--- config.mk ---
export PLATFORM = sky130hd
export DESIGN_NAME = byteswap_control_s_axi_flat
export DESIGN_NICKNAME = d
export VERILOG_FILES = /design/src/rtl/byteswap_control_s_axi_if.sv /design/src/rtl/byteswap_control_s_axi.sv /design/src/flat_wrapper.sv
export SDC_FILE = /design/constraint.sdc
export NUM_CORES = 1
export LEC_CHECK = 0
export CAP_MARGIN = 20
export CORE_MARGIN = 2
export CORE_UTILIZATION = 40
export CTS_BUF_LIST = sky130_fd_sc_hd__clkbuf_16
export DETAILED_ROUTE_END_ITERATION = 8
export DONT_BUFFER_PORTS = 1
export PLACE_DENSITY = 0.57
export SYNTH_ARGS = -nofsm -noshare
export SYNTH_HDL_FRONTEND = slang
export SYNTH_SLANG_ARGS = --single-unit
--- constraint.sdc ---
create_clock -name ap_clk -period 4.9 [get_ports ap_clk]
set_clock_uncertainty 0.2 [all_clocks]
set_input_delay 0.49 -clock ap_clk [delete_from_list [all_inputs] [get_ports ap_clk]]
set_output_delay 0.49 -clock ap_clk [all_outputs]
set_load 0.02 [all_outputs]
--- src/rtl/byteswap_control_s_axi_if.sv ---
// byteswap_control_s_axi_if: AXI4-Lite control channel between host and the byteswap register file
interface byteswap_control_s_axi_if #(
   parameter int ADDR_WIDTH = 6
);
   logic                  awvalid;
   logic                  awready;
   logic [ADDR_WIDTH-1:0] awaddr;
   logic                  wvalid;
   logic                  wready;
   logic [31:0]           wdata;
   logic [3:0]            wstrb;
   logic                  bvalid;
   logic                  bready;
   logic [1:0]            bresp;
   logic                  arvalid;
   logic                  arready;
   logic [ADDR_WIDTH-1:0] araddr;
   logic                  rvalid;
   logic                  rready;
   logic [31:0]           rdata;
   logic [1:0]            rresp;
   modport master (
      output awvalid, awaddr, wvalid, wdata, wstrb, bready, arvalid, araddr, rready,
      input  awready, wready, bvalid, bresp, arready, rvalid, rdata, rresp
   );
   modport slave (
      input  awvalid, awaddr, wvalid, wdata, wstrb, bready, arvalid, araddr, rready,
      output awready, wready, bvalid, bresp, arready, rvalid, rdata, rresp
   );
endinterface

--- src/rtl/byteswap_control_s_axi.sv ---
// byteswap_control_s_axi: AXI4-Lite register file driving ap_ctrl_hs start/done, args and interrupt of the byteswap core
module byteswap_control_s_axi #(
   parameter int C_S_AXI_ADDR_WIDTH   = 6,
   parameter int C_S_AXI_DATA_WIDTH   = 32,
   parameter int C_XFER_SIZE_WIDTH    = 32,
   parameter int C_M00_AXI_ADDR_WIDTH = 64
) (
   input  logic                            ap_clk,
   input  logic                            areset,
   byteswap_control_s_axi_if.slave         s_axi_control,
   output logic                            interrupt,
   output logic                            ap_start,
   input  logic                            ap_done,
   input  logic                            ap_idle,
   input  logic                            ap_ready,
   output logic [C_XFER_SIZE_WIDTH-1:0]    scalar00,
   output logic [C_M00_AXI_ADDR_WIDTH-1:0] axi00_ptr0
);
   localparam int AW = C_S_AXI_ADDR_WIDTH;
   localparam logic [AW-1:0] A_CTRL = AW'(8'h00);
   localparam logic [AW-1:0] A_GIE  = AW'(8'h04);
   localparam logic [AW-1:0] A_IER  = AW'(8'h08);
   localparam logic [AW-1:0] A_ISR  = AW'(8'h0C);
   localparam logic [AW-1:0] A_SCL  = AW'(8'h10);
   localparam logic [AW-1:0] A_PLO  = AW'(8'h18);
   localparam logic [AW-1:0] A_PHI  = AW'(8'h1C);
   typedef enum logic [1:0] {WRIDLE, WRDATA, WRRESP} wstate_e;
   typedef enum logic {RDIDLE, RDDATA} rstate_e;
   wstate_e wstate_q, wstate_d;
   rstate_e rstate_q, rstate_d;
   logic [AW-1:0] waddr_q, waddr_d, araddr_w;
   logic aw_hs, w_hs, ar_hs, wr_ctrl, rd_ctrl;
   logic [31:0] wmask;
   logic [C_S_AXI_DATA_WIDTH-1:0] rdata_q, rdata_d;
   logic ap_start_q, ap_start_d, auto_q, auto_d, done_q, done_d, ready_q, ready_d;
   logic gie_q, gie_d, int_q, int_d;
   logic [1:0] ier_q, ier_d, isr_q, isr_d;
   logic [31:0] scalar_q, scalar_d;
   logic [63:0] ptr_q, ptr_d;
   always_ff @(posedge ap_clk) begin
      wstate_q <= areset ? WRIDLE : wstate_d;
      rstate_q <= areset ? RDIDLE : rstate_d;
   end
   always_comb begin
      wstate_d = (wstate_q == WRIDLE && s_axi_control.awvalid) ? WRDATA :
                 (wstate_q == WRDATA && s_axi_control.wvalid)  ? WRRESP :
                 (wstate_q == WRRESP && s_axi_control.bready)  ? WRIDLE : wstate_q;
      rstate_d = (rstate_q == RDIDLE && s_axi_control.arvalid) ? RDDATA :
                 (rstate_q == RDDATA && s_axi_control.rready)  ? RDIDLE : rstate_q;
   end
   always_comb begin
      s_axi_control.awready = wstate_q == WRIDLE;
      s_axi_control.wready  = wstate_q == WRDATA;
      s_axi_control.bvalid  = wstate_q == WRRESP;
      s_axi_control.bresp   = 2'b00;
      s_axi_control.arready = rstate_q == RDIDLE;
      s_axi_control.rvalid  = rstate_q == RDDATA;
      s_axi_control.rdata   = rdata_q;
      s_axi_control.rresp   = 2'b00;
   end
   // byte offset bits are dropped so every decode is a plain word compare
   assign araddr_w = s_axi_control.araddr & ~AW'(3);
   assign aw_hs    = s_axi_control.awvalid & s_axi_control.awready;
   assign w_hs     = s_axi_control.wvalid & s_axi_control.wready;
   assign ar_hs    = s_axi_control.arvalid & s_axi_control.arready;
   assign wr_ctrl  = w_hs && waddr_q == A_CTRL && s_axi_control.wstrb[0];
   assign rd_ctrl  = ar_hs && araddr_w == A_CTRL;
   assign wmask    = {{8{s_axi_control.wstrb[3]}}, {8{s_axi_control.wstrb[2]}},
                      {8{s_axi_control.wstrb[1]}}, {8{s_axi_control.wstrb[0]}}};
   always_comb begin
      waddr_d    = aw_hs ? (s_axi_control.awaddr & ~AW'(3)) : waddr_q;
      ap_start_d = (wr_ctrl && s_axi_control.wdata[0]) ? 1'b1 : (ap_ready && !auto_q) ? 1'b0 : ap_start_q;
      auto_d     = wr_ctrl ? s_axi_control.wdata[7] : auto_q;
      done_d     = ap_done ? 1'b1 : rd_ctrl ? 1'b0 : done_q;
      ready_d    = ap_ready ? 1'b1 : rd_ctrl ? 1'b0 : ready_q;
      gie_d      = (w_hs && waddr_q == A_GIE && s_axi_control.wstrb[0]) ? s_axi_control.wdata[0] : gie_q;
      ier_d      = (w_hs && waddr_q == A_IER && s_axi_control.wstrb[0]) ? s_axi_control.wdata[1:0] : ier_q;
      isr_d      = ({ap_ready, ap_done} & ier_q) |
                   ((w_hs && waddr_q == A_ISR && s_axi_control.wstrb[0]) ? isr_q ^ s_axi_control.wdata[1:0] : isr_q);
      int_d      = gie_q & |isr_q;
      scalar_d   = (w_hs && waddr_q == A_SCL) ? (s_axi_control.wdata & wmask) | (scalar_q & ~wmask) : scalar_q;
      ptr_d[31:0]  = (w_hs && waddr_q == A_PLO) ? (s_axi_control.wdata & wmask) | (ptr_q[31:0] & ~wmask) : ptr_q[31:0];
      ptr_d[63:32] = (w_hs && waddr_q == A_PHI) ? (s_axi_control.wdata & wmask) | (ptr_q[63:32] & ~wmask) : ptr_q[63:32];
      rdata_d    = araddr_w == A_CTRL ? {24'd0, auto_q, 3'd0, ready_q, ap_idle, done_q, ap_start_q} :
                   araddr_w == A_GIE  ? {31'd0, gie_q} :
                   araddr_w == A_IER  ? {30'd0, ier_q} :
                   araddr_w == A_ISR  ? {30'd0, isr_q} :
                   araddr_w == A_SCL  ? scalar_q :
                   araddr_w == A_PLO  ? ptr_q[31:0] :
                   araddr_w == A_PHI  ? ptr_q[63:32] : '0;
   end
   always_ff @(posedge ap_clk) begin
      if (areset) begin
         waddr_q    <= '0;
         rdata_q    <= '0;
         ap_start_q <= 1'b0;
         auto_q     <= 1'b0;
         done_q     <= 1'b0;
         ready_q    <= 1'b0;
         gie_q      <= 1'b0;
         ier_q      <= '0;
         isr_q      <= '0;
         int_q      <= 1'b0;
      end else begin
         waddr_q    <= waddr_d;
         rdata_q    <= ar_hs ? rdata_d : rdata_q;
         ap_start_q <= ap_start_d;
         auto_q     <= auto_d;
         done_q     <= done_d;
         ready_q    <= ready_d;
         gie_q      <= gie_d;
         ier_q      <= ier_d;
         isr_q      <= isr_d;
         int_q      <= int_d;
      end
   end
   // kernel arguments keep their value across reset
   always_ff @(posedge ap_clk) begin
      scalar_q <= scalar_d;
      ptr_q    <= ptr_d;
   end
   assign ap_start   = ap_start_q;
   assign interrupt  = int_q;
   assign scalar00   = scalar_q[C_XFER_SIZE_WIDTH-1:0];
   assign axi00_ptr0 = ptr_q[C_M00_AXI_ADDR_WIDTH-1:0];
endmodule

--- src/flat_wrapper.sv ---
// flat-port wrapper written by rule: the top's interface ports become plain ports
module byteswap_control_s_axi_flat 
#(
   parameter int C_S_AXI_ADDR_WIDTH   = 6,
   parameter int C_S_AXI_DATA_WIDTH   = 32,
   parameter int C_XFER_SIZE_WIDTH    = 32,
   parameter int C_M00_AXI_ADDR_WIDTH = 64
)
  (ap_clk, areset, interrupt, ap_start, ap_done, ap_idle, ap_ready, scalar00, axi00_ptr0, s_axi_control_awvalid, s_axi_control_awaddr, s_axi_control_wvalid, s_axi_control_wdata, s_axi_control_wstrb, s_axi_control_bready, s_axi_control_arvalid, s_axi_control_araddr, s_axi_control_rready, s_axi_control_awready, s_axi_control_wready, s_axi_control_bvalid, s_axi_control_bresp, s_axi_control_arready, s_axi_control_rvalid, s_axi_control_rdata, s_axi_control_rresp);
  byteswap_control_s_axi_if #(.ADDR_WIDTH(6)) s_axi_control_i ();
  input  logic ap_clk;
  input  logic areset;
  output logic interrupt;
  output logic ap_start;
  input  logic ap_done;
  input  logic ap_idle;
  input  logic ap_ready;
  output logic [C_XFER_SIZE_WIDTH-1:0] scalar00;
  output logic [C_M00_AXI_ADDR_WIDTH-1:0] axi00_ptr0;
  input wire logic [$bits(s_axi_control_i.awvalid)-1:0] s_axi_control_awvalid;
  input wire logic [$bits(s_axi_control_i.awaddr)-1:0] s_axi_control_awaddr;
  input wire logic [$bits(s_axi_control_i.wvalid)-1:0] s_axi_control_wvalid;
  input wire logic [$bits(s_axi_control_i.wdata)-1:0] s_axi_control_wdata;
  input wire logic [$bits(s_axi_control_i.wstrb)-1:0] s_axi_control_wstrb;
  input wire logic [$bits(s_axi_control_i.bready)-1:0] s_axi_control_bready;
  input wire logic [$bits(s_axi_control_i.arvalid)-1:0] s_axi_control_arvalid;
  input wire logic [$bits(s_axi_control_i.araddr)-1:0] s_axi_control_araddr;
  input wire logic [$bits(s_axi_control_i.rready)-1:0] s_axi_control_rready;
  output wire logic [$bits(s_axi_control_i.awready)-1:0] s_axi_control_awready;
  output wire logic [$bits(s_axi_control_i.wready)-1:0] s_axi_control_wready;
  output wire logic [$bits(s_axi_control_i.bvalid)-1:0] s_axi_control_bvalid;
  output wire logic [$bits(s_axi_control_i.bresp)-1:0] s_axi_control_bresp;
  output wire logic [$bits(s_axi_control_i.arready)-1:0] s_axi_control_arready;
  output wire logic [$bits(s_axi_control_i.rvalid)-1:0] s_axi_control_rvalid;
  output wire logic [$bits(s_axi_control_i.rdata)-1:0] s_axi_control_rdata;
  output wire logic [$bits(s_axi_control_i.rresp)-1:0] s_axi_control_rresp;
  assign s_axi_control_i.awvalid = s_axi_control_awvalid;
  assign s_axi_control_i.awaddr = s_axi_control_awaddr;
  assign s_axi_control_i.wvalid = s_axi_control_wvalid;
  assign s_axi_control_i.wdata = s_axi_control_wdata;
  assign s_axi_control_i.wstrb = s_axi_control_wstrb;
  assign s_axi_control_i.bready = s_axi_control_bready;
  assign s_axi_control_i.arvalid = s_axi_control_arvalid;
  assign s_axi_control_i.araddr = s_axi_control_araddr;
  assign s_axi_control_i.rready = s_axi_control_rready;
  assign s_axi_control_awready = s_axi_control_i.awready;
  assign s_axi_control_wready = s_axi_control_i.wready;
  assign s_axi_control_bvalid = s_axi_control_i.bvalid;
  assign s_axi_control_bresp = s_axi_control_i.bresp;
  assign s_axi_control_arready = s_axi_control_i.arready;
  assign s_axi_control_rvalid = s_axi_control_i.rvalid;
  assign s_axi_control_rdata = s_axi_control_i.rdata;
  assign s_axi_control_rresp = s_axi_control_i.rresp;
  byteswap_control_s_axi #(.C_S_AXI_ADDR_WIDTH(C_S_AXI_ADDR_WIDTH), .C_S_AXI_DATA_WIDTH(C_S_AXI_DATA_WIDTH), .C_XFER_SIZE_WIDTH(C_XFER_SIZE_WIDTH), .C_M00_AXI_ADDR_WIDTH(C_M00_AXI_ADDR_WIDTH)) u_core (.ap_clk(ap_clk), .areset(areset), .s_axi_control(s_axi_control_i), .interrupt(interrupt), .ap_start(ap_start), .ap_done(ap_done), .ap_idle(ap_idle), .ap_ready(ap_ready), .scalar00(scalar00), .axi00_ptr0(axi00_ptr0));
endmodule
* Yosys cells after proc, flatten, opt, wreduce, memory -nomap -nowiden
Cells that the tools add are included.
W data, S select, Z words.
** Storage, ports and cells
- Word-level logic and storage cells :: 95
- Register bits :: 145
- Output and inout bits :: 139
- Bits of input ports :: 58
** Operators by class
- Bitwise gates (word level) :: 16
- Equal/unequal tests :: 14
- Reduce and logical (&&, ||, !) cells :: 31
- Multiplexer cells :: 18
** Operator list (number)
- $mux W32 :: 7
- $and A32 B32 Y32 :: 4
- $or A32 B32 Y32 :: 3
- $not A32 Y32 :: 1
- $eq A4 B3 Y1 const B :: 6
- $logic_and A1 B1 Y1 :: 19
- $eq A4 B2 Y1 const B :: 4
- $logic_not A6 Y1 :: 2
- $reduce_bool A2 Y1 :: 5
- $eq A4 B1 Y1 const B :: 2
- $mux W1 :: 8
- $mux W2 :: 3
- $and A1 B1 Y1 :: 4
- $reduce_or A2 Y1 :: 2
- $reduce_bool A3 Y1 :: 1
- $and A2 B2 Y2 :: 1
- $eq A2 B1 Y1 const B :: 1
- $eq A2 B2 Y1 const B :: 1
- $logic_not A2 Y1 :: 1
- $or A2 B2 Y2 :: 1
- $xor A2 B2 Y2 :: 1
- $logic_not A1 Y1 :: 1
- $not A1 Y1 :: 1

* Logic depth before layout (Yosys ltp)
- Depth after elaboration :: 8
- Mapped depth :: 6
- Mapped depth without buffers :: 3

* Least setup slack after synthesis
OpenSTA, ideal clock, no wires.
- Path kind :: flip-flop to flip-flop
- Start :: reg u_core.wstate_q[0]
- End :: reg with a tool-made name
- Arrival :: 1.379 ns
- Clock period less this slack :: 1.949 ns
- Slack :: 2.951 ns
- Stages on the path, launching flop included :: 6
- Required time :: 4.329 ns
- Path through :: dfxtp_1 > clkbuf_2 > and4bb_2 > buf_2 > nand3_1 > nor2_1
** RTL lines
- from (decl) :: RTL line byteswap_control_s_axi.sv:29 : wstate_e wstate_q, wstate_d;
- from (signal assigned) :: RTL line byteswap_control_s_axi.sv:41 : wstate_q <= areset ? WRIDLE : wstate_d;

==> flow_results.org <==
** Run status
- The flow ran to the end, and the final reports show no timing, DRC or antenna violations.

** Route
- After detailed routing, the wire length on met1 is 5.638 mm.
- The routed design has 14.95 mm of wire.
- DR WL met2 :: 7.696 mm
- Metal3 WL :: 1.395 mm
- Remaining antenna violation count after routing :: 0
- Via Count :: 3731
- For this run, design rule violations remaining after detail routing come to 0.
- WL per Instance :: 23.33 um
- Highest metal used :: met4
- The first detailed-routing pass ran for 5 iterations.
- In the routed layout, each cell is associated on average with a via count of 5.821.
- After the first detailed-routing iteration, the DRC count stood at 220.

** Worst setup path
- Crit. End Element :: register
- Data arrival time of the worst path :: 2.32 ns
- For this design, the slowest cell found on the critical path is nor2_1.
- Worst EP required :: 4.74 ns
- Worst-case register-to-register setup slack :: 2.42 ns
- Worst path cell trace :: and4bb_2, nand3_1, nor2_1
- By startpoint and endpoint, the worst setup path is classified as reg -> reg.
- For this run, the slowest stage of the critical path takes 0.70 ns.
- Startpoint Class :: register
- Top fanout value on the critical path :: 10

** Die
- For this configuration, the core starts out at a cell density of 0.4073.
- In this run the count of I/O pins placed on the die edge is 197.
- Measured along the x axis, the die boundary spans 122.7 um.
- The initialized floorplan defines 43 standard-cell rows.
- The floorplan step defined a die boundary enclosing 15040 um2.
- The core region is 13830 um2.
- Height of the die :: 122.7 um

** Layout
- Area used by multi-input combinational logic :: 1441 um2
- Compared with the post-synthesis result, the final layout area differs by 17.84%.
- For this run, the post-layout net count is 506.
- Final Instance Count excl. Fillers :: 641
- Layout cells sized above 1 :: 0.08460
- Sequential Area :: 3864 um2
- Number of inserted diodes :: 0
- Core Util, Final :: 0.4800
- Fillers :: 1221

** Timing
- Final max-slew violation count :: 0
- Setup violations remaining at the end of the flow were counted as 0.
- Number of failing hold endpoints at the final stage :: 0
- Unrepaired setup endpoints after global routing :: false
- Tightest Pin Transition :: 1.024 ns
- Final setup slack of the worst path :: 2.420 ns
- Highest clock rate :: 403.2 MHz
- Fraction of the cycle the final worst path needs :: 0.5061
- Worst rel slew slack :: 0.3131
- Counting I/O delays and the setup requirement, the final critical path takes 2.480 ns.
- Setup TNS Final :: 0 ns

** Synthesis
- Number of synthesized flops with an enable pin :: 96
- For this run, the register share of the synthesized area comes to 0.6861.
- Summed over all instances, the cell type with the most area after synthesis is edfxtp_1.
- The synthesized netlist occupies a cell area of 5632 um2.
- Share of synthesized registers carrying an async set or reset :: 0
- Top area cells in the synthesized netlist :: edfxtp_1 51%, dfxtp_1 17%, o221ai_1 4.0%
- The share of synthesized area in the top cell type comes to 0.5119.
- Ys Warns :: 0
- Cells after synthesis :: 423
- After synthesis, the netlist uses 55 different library cells.
- Total of flip-flops plus latches after synthesis :: 145
- Leading register cell type out of synthesis :: edfxtp_1
- A synthesized cell averages 13.31 um2.

** Global route
- Largest net degree at the start of global routing :: 41
- The via count of the first global-routing pass was 3718.
- Aggregate global routing overflow :: 0
- Initial antenna violation count :: 0
- Combined global-route utilization of all metal layers :: 0.1981
- Global-route wire length before repair :: 21.49 mm

** Min path
- Worst hold path type :: in -> reg

** Placed design
- Number of I/O port buffers :: 0
- Worst setup slack before clock tree synthesis :: 2.332 ns
- Counting tap cells, the placed design contains a total of 573 instances.
- Routability-driven placement finished with a final weighted congestion of 0.7689.
- HPWL after detailed placement :: 9.441 mm

** Clocking
- The tree is rooted in a clkbuf_16.
- Post-CTS repair changed the size of 0 cells.
- Buffers inserted during clock tree synthesis total 17.
- Count of H-tree levels built during CTS :: 4
- Counting along the longest clock path gives a buffer depth of 2.
- Number of post-CTS setup repair buffers :: 0
- CTS sink count :: 145
- Worst-Skew Late Latency :: 0.42 ns
- Hold buffers post-CTS :: 36
- Clock tree from TritonCTS :: done
- Clock transition at the register clock pins on the worst setup and hold paths after CTS :: 0.06 ns

** Power
- Static Leakage :: 2.153 nW
- Max rail drop VDD :: 0.1843 mV
- Power per Cell Area :: 410.8 nW/um2

** Job
- Reported max-cap violation count :: 0
-- power by group --
part / internal (W) / total, W / switching [W]
clock network: 0.000786 / 0.00126 / 0.000478
registers: 0.00132 / 0.00134 / 0.0000263
logic: 0.0000508 / 0.000120 / 0.0000693
-- synthesized netlist by cell type, types with 2 or more instances --
master     n
edfxtp_1  96
dfxtp_1   49
inv_1     36
nand4_1   32
o22ai_1   32
o221ai_1  26
clkbuf_1  15
nor2_1    13
a21oi_1   11
buf_2     11
and2_1     9
nand2b_1   7
nor2b_1    7
buf_4      6
mux2i_1    6
nand3_1    6
o21ai_0    5
a32oi_1    4
nor4b_1    4
buf_6      3
nand2_1    3
o31a_1     3
o31ai_1    3
a31oi_1    2
and3_1     2
nor3_1     2
or4_1      2
-- kinds of logic after synthesis --
kind of cell,after synthesis,synth area share
and+or+nand+nor,99,0.1151
buffers and inverters,74,0.05998
DFF,145,0.6861
muxes,7,0.01466
AOI/OAI and AO/OA,97,0.1235
other,1,0.0006659
-- worst paths after layout --
check | end | start | cells past startpoint
setup reg to reg | register | u_core.wstate_q[0] | 3
hold / removal | u_core.waddr_q[2] | s_axi_control_awaddr[2] | 2
setup / recovery | register | u_core.wstate_q[0] | 3
hold reg to reg | u_core.interrupt | u_core.gie_q | 2
-- worst max-delay path, delay by kind of cell, from the launching register on --
| kind | cells | cell delay (ns) |
|---|---|---|
| flops | 1 | 0.49 |
| simple gates | 3 | 1.41 |
-- stage by stage --
| step | cell area (um2) | total power (W) | hold slack, ns |
|---|---|---|---|
| floorplan | 5643 | 0.001448 | 0.2356 |
| global placement | 5699 | 0.001453 | 0.2677 |
| detailed placement | 5699 | 0.001456 | 0.2677 |
| CTS | 6636 | 0.002755 | 0.002654 |
| global route | 6636 | 0.002820 | 0.003005 |
| finish | 6636 | 0.002726 | 0.02583 |
-- cell type report --
cell class              count  area share
well taps                 180     0.03394
multi-input cells         207      0.2172
inverters                  37     0.02093
flip-flops and latches    145      0.5822
clock buffers              17     0.06410
clock inverters            15     0.02281
repair buffers             40     0.05882
-- routing by layer --
layer | vias to the layer above | GRT usage
met1 | 1854 | 0.2231
met5 | - | 0
met4 | 0 | 0.07902
met2 | 182 | 0.3340
li1 | 1682 | -
met3 | 13 | 0.08132
-- layout by cell type (no fill, tap or decap), drive strengths merged, types with 11 or more instances in the layout --
cell type    netlist  layout
edfxtp            96      96
inv               36      38
o221ai            26      26
clkbuf            16      17
a21oi             11      11
dlygate4sd3        0      36
dfxtp             49      49
o22ai             32      32
nor2              13      13
nand4             32      32
No activity file was read; power rests on OpenSTA's default activity.
